==> config.mk <==
export PLATFORM = sky130hd
export DESIGN_NAME = arithmetic_unit
export DESIGN_NICKNAME = d
export VERILOG_FILES = /design/src/rtl/arithmetic_unit_pkg.sv /design/src/rtl/arithmetic_divider.sv /design/src/rtl/arithmetic_unit.sv
export SDC_FILE = /design/constraint.sdc
export NUM_CORES = 1
export LEC_CHECK = 0
export ABC_AREA = 1
export BUFFER_PORTS_ARGS = -buffer_cell sky130_fd_sc_hd__buf_2
export CORE_AREA = 2 2 81 83
export DETAILED_ROUTE_END_ITERATION = 10
export DIE_AREA = 0 0 83 85
export SLEW_MARGIN = 5
export SYNTH_ARGS = -nofsm -noshare
export SYNTH_HDL_FRONTEND = slang
export SYNTH_SLANG_ARGS = --single-unit
==> constraint.sdc <==
create_clock -name clk -period 0.8 [get_ports clk]
set_input_delay 0.12 -clock clk [delete_from_list [all_inputs] [get_ports clk]]
set_output_delay 0.12 -clock clk [all_outputs]
set_load 0.02 [all_outputs]
==> src/rtl/arithmetic_unit_pkg.sv <==
// Shared width default for the arithmetic unit slice.
package arithmetic_unit_pkg;

   // Operand width used when the top is instantiated without an override.
   localparam int unsigned AU_DEFAULT_W = 4;

endpackage : arithmetic_unit_pkg

==> src/rtl/arithmetic_divider.sv <==
// Combinational W-bit unsigned restoring divider; b == 0 yields quot = all ones, rem = dividend.
import arithmetic_unit_pkg::*;

module arithmetic_divider #(
   parameter int unsigned W = AU_DEFAULT_W
) (
   input  logic [W-1:0] dividend,
   input  logic [W-1:0] divisor,
   output logic [W-1:0] quot,
   output logic [W-1:0] rem
);

   logic [W:0]   part;
   logic [W-1:0] qbits;

   // W-step restoring array: shift in one dividend bit, subtract divisor when it fits.
   always_comb begin
      part  = '0;
      qbits = '0;
      for (int unsigned i = 0; i < W; i++) begin
         part = {part[W-1:0], dividend[W-1-i]};
         if (part >= {1'b0, divisor}) begin
            part           = part - {1'b0, divisor};
            qbits[W-1-i]   = 1'b1;
         end
      end
      if (divisor == '0) begin
         quot = '1;
         rem  = dividend;
      end else begin
         quot = qbits;
         rem  = part[W-1:0];
      end
   end

endmodule : arithmetic_divider

==> src/rtl/arithmetic_unit.sv <==
// Registered unsigned arithmetic unit: sum, product, difference, quotient, remainder.
import arithmetic_unit_pkg::*;

module arithmetic_unit #(
   parameter int unsigned W = AU_DEFAULT_W
) (
   input  logic             clk,
   input  logic             rst_n,
   input  logic [W-1:0]     a,
   input  logic [W-1:0]     b,
   output logic [W:0]       sum,
   output logic [2*W-1:0]   prod,
   output logic [W-1:0]     diff,
   output logic [W-1:0]     rem,
   output logic [W-1:0]     quot
);

   logic [W:0]     sum_d;
   logic [2*W-1:0] prod_d;
   logic [W-1:0]   diff_d;
   logic [W-1:0]   quot_d;
   logic [W-1:0]   rem_d;

   arithmetic_divider #(
      .W (W)
   ) u_div (
      .dividend (a),
      .divisor  (b),
      .quot     (quot_d),
      .rem      (rem_d)
   );

   // Next-state results; operands widened so carry and full product are kept.
   always_comb begin
      sum_d  = {1'b0, a} + {1'b0, b};
      prod_d = {{W{1'b0}}, a} * {{W{1'b0}}, b};
      diff_d = a - b;
   end

   // Result register with asynchronous active-low clear.
   always_ff @(posedge clk or negedge rst_n) begin
      if (!rst_n) begin
         sum  <= '0;
         prod <= '0;
         diff <= '0;
         quot <= '0;
         rem  <= '0;
      end else begin
         sum  <= sum_d;
         prod <= prod_d;
         diff <= diff_d;
         quot <= quot_d;
         rem  <= rem_d;
      end
   end

endmodule : arithmetic_unit

==> results of run 1 <==
cells by family (layout without fill, tap and decap cells):
family	Yosys count	count (layout)	share of synthesized area, %
buffers and inverters	48	172	8.97
XOR/XNOR	14	14	5.78
adder cells (fa/ha/maj)	44	44	29.1
AO/OA/AOI/OAI	17	17	5.07
AND/OR/NAND/NOR	85	85	22.7
flip-flops	24	24	28.3
power by group through the flow:
stage | Combinational (uW) | Clock, uW | Sequential [uW]
5_1_grt | 5420 | 1180 | 1690
3_3_place_gp | 3880 | 0 | 1600
4_1_cts | 4790 | 1120 | 1660
6_report | 5010 | 1090 | 1660
3_5_place_dp | 3940 | 0 | 1610
2_1_floorplan | 2090 | 0 | 2020
per-layer routing:
layer | routed length (um) | up-vias | GRT usage, % | part of all wire, %
met1 | 2310 | 927 | 19.1 | 41
met5 | 0 | - | 0 | 0
met4 | 136 | 0 | 6.26 | 2.4
met2 | 3020 | 38 | 30.6 | 53
li1 | - | 991 | - | -
met3 | 186 | 10 | 1.65 | 3.3
synthesized netlist by cell type (all sizes together):
| master | count | area share, % |
|---|---|---|
| xnor2 | 4 | 1.7 |
| buf | 2 | 0.59 |
| nand3b | 2 | 0.71 |
| xor2 | 10 | 4.1 |
| nor4 | 1 | 0.30 |
| clkinv | 1 | 0.41 |
| ha | 35 | 21 |
| fa | 9 | 8.5 |
| o31ai | 1 | 0.35 |
| nor2 | 10 | 2.2 |
| a211oi | 1 | 0.59 |
| nand2 | 45 | 11 |
| nand4 | 4 | 1.2 |
| nand3 | 23 | 7.7 |
| dfrtp | 24 | 28 |
| o21ai | 6 | 1.4 |
| a31oi | 1 | 0.30 |
| inv | 45 | 8.0 |
| a21oi | 8 | 2.4 |
stage by stage:
stage / power, uW / hold WS (ns) / setup slack (ns) / instances / TNS, ns
final: 7750 / 0.254 / -2.92 / 433 / -29.00
after floorplan: 4110 / -0.176 / -3.07 / 232 / -24.56
after CTS: 7570 / 0.241 / -2.81 / 430 / -28.81
after detailed placement: 5540 / 0.0305 / -3.45 / 403 / -35.13
after global placement: 5490 / 0.0285 / -3.28 / 403 / -34.00
after global routing: 8280 / 0.263 / -3.12 / 433 / -31.58
worst max-delay path: cells and delay by family:
| family | cells | cell delay [ns] |
|---|---|---|
| AOI/OAI and AO/OA | 6 | 0.94 |
| adders and majority gates | 5 | 0.97 |
| and+or+nand+nor | 17 | 1.41 |
| buffers and inverters | 6 | 0.43 |
area by class of cell:
type / count / share of cell area (%)
clock buffers: 3 / 1.05
clock inverters: 1 / 0.765
inverters: 46 / 5.33
multi-input cells: 160 / 46.4
flip-flops and latches: 24 / 15.3
well taps: 77 / 2.46
repair buffers: 121 / 28.5
repair inverters: 1 / 0.191
cell usage in the layout (no fill, tap or decap), drive strengths merged, types with 4 or more instances in the layout:
master	instances
fa	9
dfrtp	24
nand2	45
xor2	10
nand4	4
a21oi	8
o21ai	6
inv	44
nor2	10
buf	120
xnor2	4
ha	35
nand3	23
sequential cells by signal (all words and copies together), names as in the netlist:
| register | flops |
|---|---|
| diff | 3 |
| prod | 8 |
| quot | 4 |
| rem | 4 |
| sum | 5 |
what timing repair did:
item / 4_1_cts / 5_1_grt
setup buffers: 22 / 6
pin swaps: 36 / 10
resized for setup: 108 / 15
hold buffers: 1 / 0
setup endpoints to repair: 46 / 47
endpoints found under the hold margin: 17 / 0
cloned: 1 / 0
worst min path at each step:
| stage | start | to | slack (ns) | depth (start not counted) |
|---|---|---|---|---|
| 2_1_floorplan | rst_n | diff[1]$_DFF_PN0_ | -0.18 | 0 |
| 3_3_place_gp | rst_n | quot[3]$_DFF_PN0_ | 0.03 | 1 |
| 3_5_place_dp | rst_n | prod[1]$_DFF_PN0_ | 0.03 | 1 |
| 4_1_cts | b[2] | quot[3]$_DFF_PN0_ | 0.24 | 5 |
| 5_1_grt | b[2] | quot[3]$_DFF_PN0_ | 0.26 | 5 |
| 6_report | b[2] | quot[3]$_DFF_PN0_ | 0.25 | 5 |
==> impl.org, run 1 <==
** Outcome
- The run finished, with violations left.
- The checks that failed: setup timing.

** STA
- Setup repair after global routing could not meet its margin everywhere.
- The final-report hold violation count came to 0.
- Final cycle utilization of the critical path :: 465%
- Clock period minus worst slack :: 3.72 ns
- Headroom to the max-slew limit came out at 79.1%.
- Final worst slack :: -2.92 ns
- Worst-margin pin slew :: 0.313 ns
- Fmax :: 269 MHz
- Setup violations remaining at the end of the flow were counted as 46.
- Final Max Slew Viols :: 0

** Logic synthesis
- In this run, synthesis produced a sequential element count of 24.
- The Yosys step of the flow raised 0 warnings.
- Fraction of the yosys area taken by sequential cells :: 28.3%
- The number of nets handed over by synthesis was 286.
- Synth unique cells :: 30
- Combined area of all synthesized cells :: 0.00212 mm^2
- Average instance area after synthesis :: 9.14 um^2
- Synthesized instance count :: 232

** Final layout
- Of the cells placed in the final design, the portion with a size suffix greater than 1 is 61.8%.
- After the last flow step, the layout net total stands at 411.
- Antenna diodes :: 0
- Post-route standard cell area excluding fillers :: 0.00392 mm^2
- From synthesis to final layout, the design area changed by 85.0%.
- After filler insertion, the fill cell instance count of the layout stands at 481.
- Area occupied by multi-input gates :: 0.00182 mm^2
- Registers take 601 um^2.
- Finished Core Util :: 63.2%

** Route
- Number of vias per cell :: 4.54
- Iteration-0 DRC count of the detailed router :: 57
- Number of vias in the routed layout :: 1966
- The first detailed-routing pass took 4 iterations.
- Detailed-route wire length per cell :: 13.1 um
- The count of nets left with antenna violations once routing finished came out at 0.
- For this run, design rule violations remaining after detail routing come to 0.
- The routed design has 5.66 mm of wire.

** Min path
- Hold WC Path Type :: input port to register

** Power
- Sequential group share of total power :: 21.4%
- Per report_power, the combinational group accounts for 64.6% of the total.
- Of the total power, the share spent switching nets is 38.0%.
- Leak pwr :: 0.00193 uW
- The share of total power dissipated in the clock network is 14.1%.
- For this design the ratio of total power to cell area is 1980 mW/mm^2.
- IR analysis of the VDD net gives a maximum drop of 1.66 mV.
- The internal power of the cells totals 4810 uW.
- The analysis attributes to net switching a power of 2950 uW.

** Worst setup path
- For this run, the slowest stage of the critical path takes 0.26 ns.
- Along the worst path, the maximum fanout reaches 5.
- Type of origin of the critical path :: input port
- Tracing the worst setup path back leads to its startpoint at a[3].
- CP endpoint kind :: register
- Arrival time worst endpoint :: 3.88 ns
- Category of the most critical setup path :: input port to register
- The critical path ends at rem[2]$_DFF_PN0_.
- On the critical path, the stage with the largest delay is an instance of sky130_fd_sc_hd__ha_4.
- Required time of the critical path :: 0.96 ns

** Clock network
- Worst-path clk slew :: 0.10 ns
- The clock net in this run drives a total of 24 sinks.
- TritonCTS built the clock tree.
- H-tree level count :: 1
- Buffer depth of the longest clock path :: 2
- The tree is rooted in a sky130_fd_sc_hd__clkbuf_8.
- Number of buffers added by the clock tree synthesis step :: 3

** Die
- In this run the horizontal extent of the chip is 83 um.
- CORE AREA :: 0.00620 mm^2
- Die height :: 85 um
- Die footprint :: 0.00706 mm^2
- Once the floorplan was initialized, standard cells occupied 34.2% of the core.
- Pin placement for this block handled 35 I/O pins.
- Standard-cell row count :: 29

** Global route
- The via count of the first global-routing pass was 2029.
- Overflow after GRT :: 0
- Entering global routing, the biggest net connects 16 pins.
- Global routing consumed, over all layers together, 16.3% of the routing resources.
- Initial antenna violation count :: 0
- The first global-routing pass estimated 9.27 mm of wire.

** Placement
- HPWL after DPL :: 4.12 mm
- The placed instances occupy a cell area of 0.00320 mm^2.
- Final Wtd Congestion :: 0.809
- Buffers placed on the I/O ports in this run total 34.

** Run
- Across the run, the number of max-cap violations was 0.
Power figures use the tool's default switching activity.
==> run 2: changes to the inputs <==
--- a/config.mk
+++ b/config.mk
@@ -10,6 +10,7 @@
 export CORE_AREA = 2 2 81 83
 export DETAILED_ROUTE_END_ITERATION = 10
 export DIE_AREA = 0 0 83 85
+export SKIP_LAST_GASP = 1
 export SLEW_MARGIN = 5
 export SYNTH_ARGS = -nofsm -noshare
 export SYNTH_HDL_FRONTEND = slang
==> run 2 against run 1 <==
The flow still finishes with violations (setup timing). Utilization fell by 0.26 points. Setup slack got worse by 0.047 ns. Via count fell by 0.10%. Non-clock buffer count rose by 3. Total power rose by 0.63%. Sequential power barely moved. Global-route usage fell by 0.53 points. Combinational power rose by 0.8%.
==> impl.org, run 2 (synthesis gave the netlist of run 1 again) <==
** Outcome
- The run finished, with violations left.
- The checks that failed: setup timing.

** STA
- Fmax :: 265 MHz
- After layout, the minimum clock period comes to 3.77 ns.
- Final worst slack :: -2.97 ns
- At the pin with the least slew margin, the transition time is 0.315 ns.
- Setup repair after global routing could not meet its margin everywhere.
- Final cycle utilization of the critical path :: 471%
- Final-report hold violation count :: 0
- Headroom to the max-slew limit :: 79.0%
- Final setup violating endpoints :: 47
- The max-slew violation count was 0.

** Placement
- Summing all placed instances gives a cell area of 0.00320 mm^2.
- Buffers on Ports :: 34
- Before CTS, the worst setup slack after placement is -3.45 ns.
- Once detailed placement completed, the half-perimeter wirelength came to 4.12 mm.
- Final Wtd Congestion :: 0.809

** Die
- CORE AREA :: 0.00620 mm^2
- The floorplan has 29 rows.
- 35 I/O pins were placed.
- The die is 85 um tall.
- Die boundary width :: 83 um
- Starting Density :: 34.2%
- Die footprint :: 0.00706 mm^2

** Worst setup path
- STA classifies the critical path endpoint as a register.
- The critical path in this run is classified as input port to register.
- The slowest stage of the critical path belongs to the cell sky130_fd_sc_hd__ha_4.
- On the critical path the largest part of the delay comes from simple AND/OR/NAND/NOR gates.
- Together, buffers and inverters on the worst path number 6.
- In this design, the stage delay of the slowest critical-path cell is 0.26 ns.
- Of all nets on the critical path, the largest fanout is 5.
- The worst setup path is launched from an input port.
- Required time of the critical path :: 0.99 ns
- Number of cells on the critical path :: 35
- Arrival time worst endpoint :: 3.96 ns

** Clock network
- Buffer depth of the longest clock path :: 2
- CTS tree :: done
- H-tree level count :: 1
- Counting every sink on the clock net gives 24.
- After clock tree synthesis, the clock-pin slew on the worst setup and hold paths is 0.10 ns.
- Clock tree synthesis inserted a total of 3 buffers.
- Root buffer cell :: sky130_fd_sc_hd__clkbuf_8

** Route
- Post-detailed-route DRC marker count :: 0
- Wires add up to 5.60 mm.
- Number of vias per cell :: 4.50
- Remaining number of nets flagged by the antenna check after routing :: 0
- Detailed-route wire length per cell :: 12.9 um
- After detailed routing, the met2 layer carries 2.98 mm of wire.
- Number of iterations in the first detailed-routing pass :: 4
- The detailed router placed 1964 vias in this run.
- Met3 Wirelength :: 92 um
- After detailed routing, the wire length on met1 is 2.44 mm.
- Iteration-0 DRC count of the detailed router :: 71
- DR top layer :: met4

** Power
- Pwr dens :: 2000 mW/mm^2
- Leak pwr :: 0.00194 uW
- IR analysis of the VDD net gives a maximum drop of 1.68 mV.

** Global route
- Global routing finished with a remaining overflow of 0.
- Across every metal layer, demand over resource in global routing totals 15.8%.
- Initial antenna violation count :: 0
- The via count of the first global-routing pass was 1986.
- Global-route wire length before repair :: 9.01 mm
- Maximum number of pins on one net before global-route repair :: 16

** Final layout
- The register with the most flip-flops in the layout has 8 of them.
- The top cell types in the final layout, fill and taps aside, are sky130_fd_sc_hd__buf_4 (74), sky130_fd_sc_hd__buf_6 (42), sky130_fd_sc_hd__inv_1 (31).
- Antenna diodes :: 0
- The largest registers in the layout are prod x8, sum x5.
- Number of fillers in the final layout :: 494
- Leaving out fill and tap cells, the most frequent cell in the layout is sky130_fd_sc_hd__buf_4.
- Register ranked first by flip-flop count :: prod
- From synthesis to final layout, the design area changed by 84.2%.
- Layout cell share with drive strength beyond 1 :: 62.1%
- After routing the design area is 0.00391 mm^2.
- Net count of the finished layout :: 414

** Min path
- Hold WC Path Type :: input port to asynchronous set/reset pin

** Run
- Max cap viols :: 0
[run 2: cell types whose count changed in the layout (fill, tap and decap cells not counted), sizes merged]
cell	change
buf	+3
[run 2: what timing repair did]
item                                   4_1_cts  5_1_grt
buffers inserted                            22        8
endpoints found under the hold margin       17        0
setup endpoints to repair                   46       47
hold buffers                                 1        0
pin swaps                                   35       17
resized for setup                           91       22
gates cloned                                 1        0
[run 2: report_power, final]
part	switching (uW)	total, uW	internal [uW]
sequential	138	1660	1520
combinational	2420	5050	2630
clock	426	1100	669
total	2980	7800	4820
[run 2: cell type report]
type                       instances  area, um^2  share of cell area, %
inverter                          46         209                   5.35
clock buffer                       3        41.3                   1.06
timing repair buffer             124        1110                   28.5
sequential                        24         601                   15.4
clock inverter                     1        30.0                  0.768
timing repair inverter             1        7.51                  0.192
tap                               77        96.3                   2.47
multi-input combinational        160        1810                   46.3
[run 2: worst paths after layout]
kind | to | slack [ns] | startpoint
max | rem[0]$_DFF_PN0_ | -2.97 | a[3]
min | quot[2]$_DFF_PN0_ | 0.27 | rst_n
max in group asynchronous | prod[0]$_DFF_PN0_ | 0.16 | rst_n
min in group clk | quot[3]$_DFF_PN0_ | 0.28 | b[2]
[run 2: through the flow]
| stage | utilization (%) | hold slack [ns] | power, uW | std cells | TNS, ns |
|---|---|---|---|---|---|
| 2_1_floorplan | - | -0.176 | 4110 | 232 | -24.56 |
| 3_3_place_gp | 51.6 | 0.0285 | 5490 | 403 | -34.00 |
| 3_5_place_dp | 51.6 | 0.0305 | 5540 | 403 | -35.13 |
| 4_1_cts | 60.9 | 0.266 | 7510 | 430 | -29.66 |
| 5_1_grt | 63.0 | 0.283 | 8310 | 436 | -32.63 |
| 6_report | 63.0 | 0.267 | 7800 | 436 | -29.95 |
[run 2: metal layers]
metal	vias to the layer above	GRT usage, %
li1	994	-
met1	936	19.2
met2	28	29.6
met3	6	1.17
met4	0	4.92
met5	-	0
==> run 3: changes to the inputs <==
--- a/config.mk
+++ b/config.mk
@@ -7,11 +7,12 @@
 export LEC_CHECK = 0
 export ABC_AREA = 1
 export BUFFER_PORTS_ARGS = -buffer_cell sky130_fd_sc_hd__buf_2
-export CORE_AREA = 2 2 81 83
+export CORE_AREA = 2 2 82 84
 export DETAILED_ROUTE_END_ITERATION = 10
-export DIE_AREA = 0 0 83 85
+export DIE_AREA = 0 0 84 86
 export SKIP_LAST_GASP = 1
 export SLEW_MARGIN = 5
 export SYNTH_ARGS = -nofsm -noshare
 export SYNTH_HDL_FRONTEND = slang
+export SYNTH_HIERARCHICAL = 1
 export SYNTH_SLANG_ARGS = --single-unit
==> run 3 against run 2 <==
The run still ends with setup timing left. Synthesized area rose by 1.4%. Final cell count fell by 0.46%. Critical path depth fell by 3. Design area fell by 1.3%. Hold slack improved by 0.0071 ns. Sequential share of layout area rose by 0.21 points.
==> impl.org, run 3 <==
** STA
- Worst hold slack across all endpoints :: 0.274 ns
- Fmax :: 264 MHz
- Measured against its own limit, the worst slew margin works out to 78.9%.
- Setup violations remaining at the end of the flow were counted as 47.
- Final cycle utilization of the critical path :: 474%
- The final-report hold violation count is 0.
- Final Max Slew Viols :: 0
- Final-layout setup total negative slack :: -30.09 ns
- The smallest clock period supported by the final layout is computed as 3.79 ns.
- Final worst slack :: -2.99 ns
- Setup repair after global routing could not meet its margin everywhere.
- For the pin with the worst max-slew slack, the measured transition is 0.314 ns.

** Logic synthesis
- By count the netlist is led by sky130_fd_sc_hd__nand2_1 (46), sky130_fd_sc_hd__inv_1 (45), sky130_fd_sc_hd__ha_1 (33), sky130_fd_sc_hd__dfrtp_1 (24), sky130_fd_sc_hd__nand3_1 (22).
- Average instance area after synthesis :: 8.78 um^2
- In the synthesized netlist the dominant register cell turns out to be sky130_fd_sc_hd__dfrtp_1.
- Synthesis produced a netlist with a net count of 297.
- Synthesis instantiated 29 different standard cells from the library.
- Warning count from the yosys run :: 6
- After synthesis, the largest area contributor takes up 27.9% of total cell area.
- Combined area of all synthesized cells :: 0.00215 mm^2
- Cell taking the most area after synthesis :: sky130_fd_sc_hd__dfrtp_1
- Synthesized instance count :: 245
- In the post-synthesis netlist, the biggest area contributors are sky130_fd_sc_hd__dfrtp_1 (28%), sky130_fd_sc_hd__ha_1 (19%), sky130_fd_sc_hd__fa_1 (8.4%).
- Synth async-reset ratio :: 100%
- After synthesis the netlist holds a flip-flop and latch count of 24.
- Fraction of the yosys area taken by sequential cells :: 27.9%
- In this run, synthesis inferred 0 flip-flops with an integrated enable.
- Most frequent cell after synthesis :: sky130_fd_sc_hd__nand2_1

** Die
- Standard-cell row count :: 29
- In this run the count of I/O pins placed on the die edge is 35.
- Die footprint :: 0.00722 mm^2
- Die height :: 86 um
- The region available for standard cell placement spans 0.00628 mm^2.
- In this run the horizontal extent of the chip is 84 um.
- Once the floorplan was initialized, standard cells occupied 34.3% of the core.

** Global route
- Vias in the first global route :: 2015
- After global routing, the most crowded layer is met2.
- The first global-routing pass estimated 9.10 mm of wire.
- The number of antenna violations at the first check in global routing came to 0.
- Global routing usage summed across all routing layers :: 15.9%
- Maximum number of pins on one net before global-route repair :: 25
- Met1 usage :: 18.5%
- Overflow after GRT :: 0
- In the global route stage, met2 resource usage came out at 29.7%.
- Met3 track utilization from global routing :: 1.73%

** Final layout
- The register with the most flip-flops in the layout has 8 of them.
- Net count of the finished layout :: 410
- Excluding fillers, the count of instances in the completed layout stands at 434.
- Cells with a size suffix above 1 make up 60.2% of the layout.
- Synth-to-Final Area Change :: 79.2%
- The layout has 512 filler cells.
- Register ranked first by flip-flop count :: prod
- In the layout the commonest cells are sky130_fd_sc_hd__buf_4 (56), sky130_fd_sc_hd__buf_6 (39), sky130_fd_sc_hd__nand2_1 (32), sky130_fd_sc_hd__inv_1 (32), sky130_fd_sc_hd__dfrtp_1 (24).
- The library cell used most frequently in the layout, excluding fill and tap cells, is sky130_fd_sc_hd__buf_4.
- Antenna diodes :: 0

** Worst setup path
- Worst-path maximum fanout :: 6
- Counting stages on the worst path, the most repeated cell is sky130_fd_sc_hd__ha_4.
- Origin of the worst setup path :: a[3]
- For this run, the slowest stage of the critical path takes 0.29 ns.
- The setup path with the least slack is of type input port to register.
- The worst setup path is captured at a register.
- Worst setup path endpoint :: rem[3]$_DFF_PN0_
- Required time of the critical path :: 1.01 ns
- Data on the critical path arrives at its endpoint at 4.00 ns.
- The slowest stage of the critical path belongs to the cell sky130_fd_sc_hd__ha_1.
- Type of origin of the critical path :: input port

** Clock network
- Counting along the longest clock path gives a buffer depth of 2.
- After clock tree synthesis, the clock-pin slew on the worst setup and hold paths is 0.09 ns.
- Buffers inserted during clock tree synthesis total 3.
- CTS tree :: done
- The cell sitting at the root of the clock tree is a sky130_fd_sc_hd__clkbuf_8.
- The tree built by TritonCTS fans out to 24 sinks.
- CTS built an H-tree with a depth of 1.

** Route
- Total Routed Length :: 5.63 mm
- Iteration-0 DRC count of the detailed router :: 40
- Dividing the detail-routed via count by the number of cells gives 4.62.
- Remaining number of nets flagged by the antenna check after routing :: 0
- The routed layout has 2003 vias.
- For this run, design rule violations remaining after detail routing come to 0.
- In the final routed layout, each cell accounts on average for 13.0 um.
- Number of iterations in the first detailed-routing pass :: 4

** Power
- Summed over all cells, the static leakage comes to 0.00193 uW.
- Internal power comes to 4790 uW.
- In this run the power density over the cells is 2020 mW/mm^2.
- Combinational cells account for 64.7% of the total power.
- Switching share of total power :: 38.3%
- For this design the total switching power over the nets is 2980 uW.
- IR analysis of the VDD net gives a maximum drop of 1.24 mV.
- Share of total power in the clock network :: 13.9%
- Of the total power, registers draw 21.3%.

** Placement
- HPWL after DPL :: 3.99 mm
- After detailed placement, the design holds a cell count of 402.
- Final Wtd Congestion :: 0.831
- The count of buffers added on input and output ports is 34.
- Before CTS, the worst setup slack after placement is -3.55 ns.

** Min path
- The path class of the tightest hold or removal check is input port to register.

** Run
- Max-cap violations in this run came to 0.

** Outcome
- The final reports fail on setup timing.
- Result of the run :: complete, but fails checks
## run 3: cell count changes after synthesis, moves of 3 or more
cell	change
sky130_fd_sc_hd__nand3_1	+4
sky130_fd_sc_hd__nand4_1	-4
sky130_fd_sc_hd__o21ai_1	+5
sky130_fd_sc_hd__nor2_1	-5
sky130_fd_sc_hd__o21ai_0	-4
sky130_fd_sc_hd__nand2_1	+10
sky130_fd_sc_hd__inv_2	+3
sky130_fd_sc_hd__nand2_2	+3
## run 3: worst min-delay path by stage
stage          startpoint  slack [ns]  cells past startpoint           endpoint
2_1_floorplan       rst_n       -0.18                      0  diff[0]$_DFF_PN0_
3_3_place_gp        rst_n        0.07                      2  prod[5]$_DFF_PN0_
3_5_place_dp        rst_n        0.07                      2  prod[6]$_DFF_PN0_
4_1_cts              a[0]        0.28                      4   rem[0]$_DFF_PN0_
5_1_grt              a[0]        0.28                      4   rem[0]$_DFF_PN0_
6_report             a[0]        0.27                      4   rem[0]$_DFF_PN0_
## run 3: power groups by stage
| stage | clock (uW) | combinational [uW] | sequential (uW) |
|---|---|---|---|
| 2_1_floorplan | 0 | 1910 | 2020 |
| 5_1_grt | 1170 | 5460 | 1680 |
| 3_3_place_gp | 0 | 3590 | 1600 |
| 4_1_cts | 1110 | 4460 | 1660 |
| 6_report | 1080 | 5030 | 1660 |
| 3_5_place_dp | 0 | 3640 | 1610 |
## run 3: through the flow
stage | instance area, um^2 | power [uW] | utilization (%)
2_1_floorplan | 2390 | 3930 | -
5_1_grt | 3850 | 8310 | 61.4
6_report | 3850 | 7770 | 61.4
3_3_place_gp | 3010 | 5190 | 47.9
4_1_cts | 3540 | 7230 | 56.4
3_5_place_dp | 3010 | 5240 | 47.9
## run 3: logic make-up (layout without fill, tap and decap cells)
kind of cell | count (synthesis) | after routing | synth area share (%)
AOI/OAI and AO/OA | 19 | 19 | 5.70
adders and majority gates | 42 | 42 | 27.6
and+or+nand+nor | 93 | 93 | 23.0
buffers and inverters | 53 | 165 | 10.1
xor gates and xnor gates | 14 | 14 | 5.70
DFF | 24 | 24 | 27.9
## run 3: critical path: cells and delay by family
kind | cells | cell delay (ns)
simple gates | 15 | 1.41
compound gates | 8 | 1.20
fa+ha+maj | 5 | 1.05
buf+inv | 4 | 0.20
## run 3: repair_timing
action / CTS / global route
setup endpoints to repair: 46 / 46
gates resized for setup: 97 / 45
hold endpoints to repair: 24 / 0
hold buffers: 1 / 0
buffers inserted: 12 / 15
gates cloned: 1 / 0
pin swaps: 14 / 26
## run 3: area by class of cell
cell class | count | area, um^2 | share of cell area, %
flip-flops and latches | 24 | 601 | 15.6
multi-input cells | 168 | 1810 | 46.9
clock buffers | 3 | 41.3 | 1.07
repair inverters | 1 | 7.51 | 0.195
well taps | 77 | 96.3 | 2.50
repair buffers | 110 | 1040 | 27.1
inverters | 50 | 225 | 5.84
clock inverters | 1 | 30.0 | 0.779
## run 3: routing by layer
layer	part of all wire (%)	wire, um
met1	41	2310
met2	55	3070
met3	2.4	136
met4	1.8	102
met5	0	0
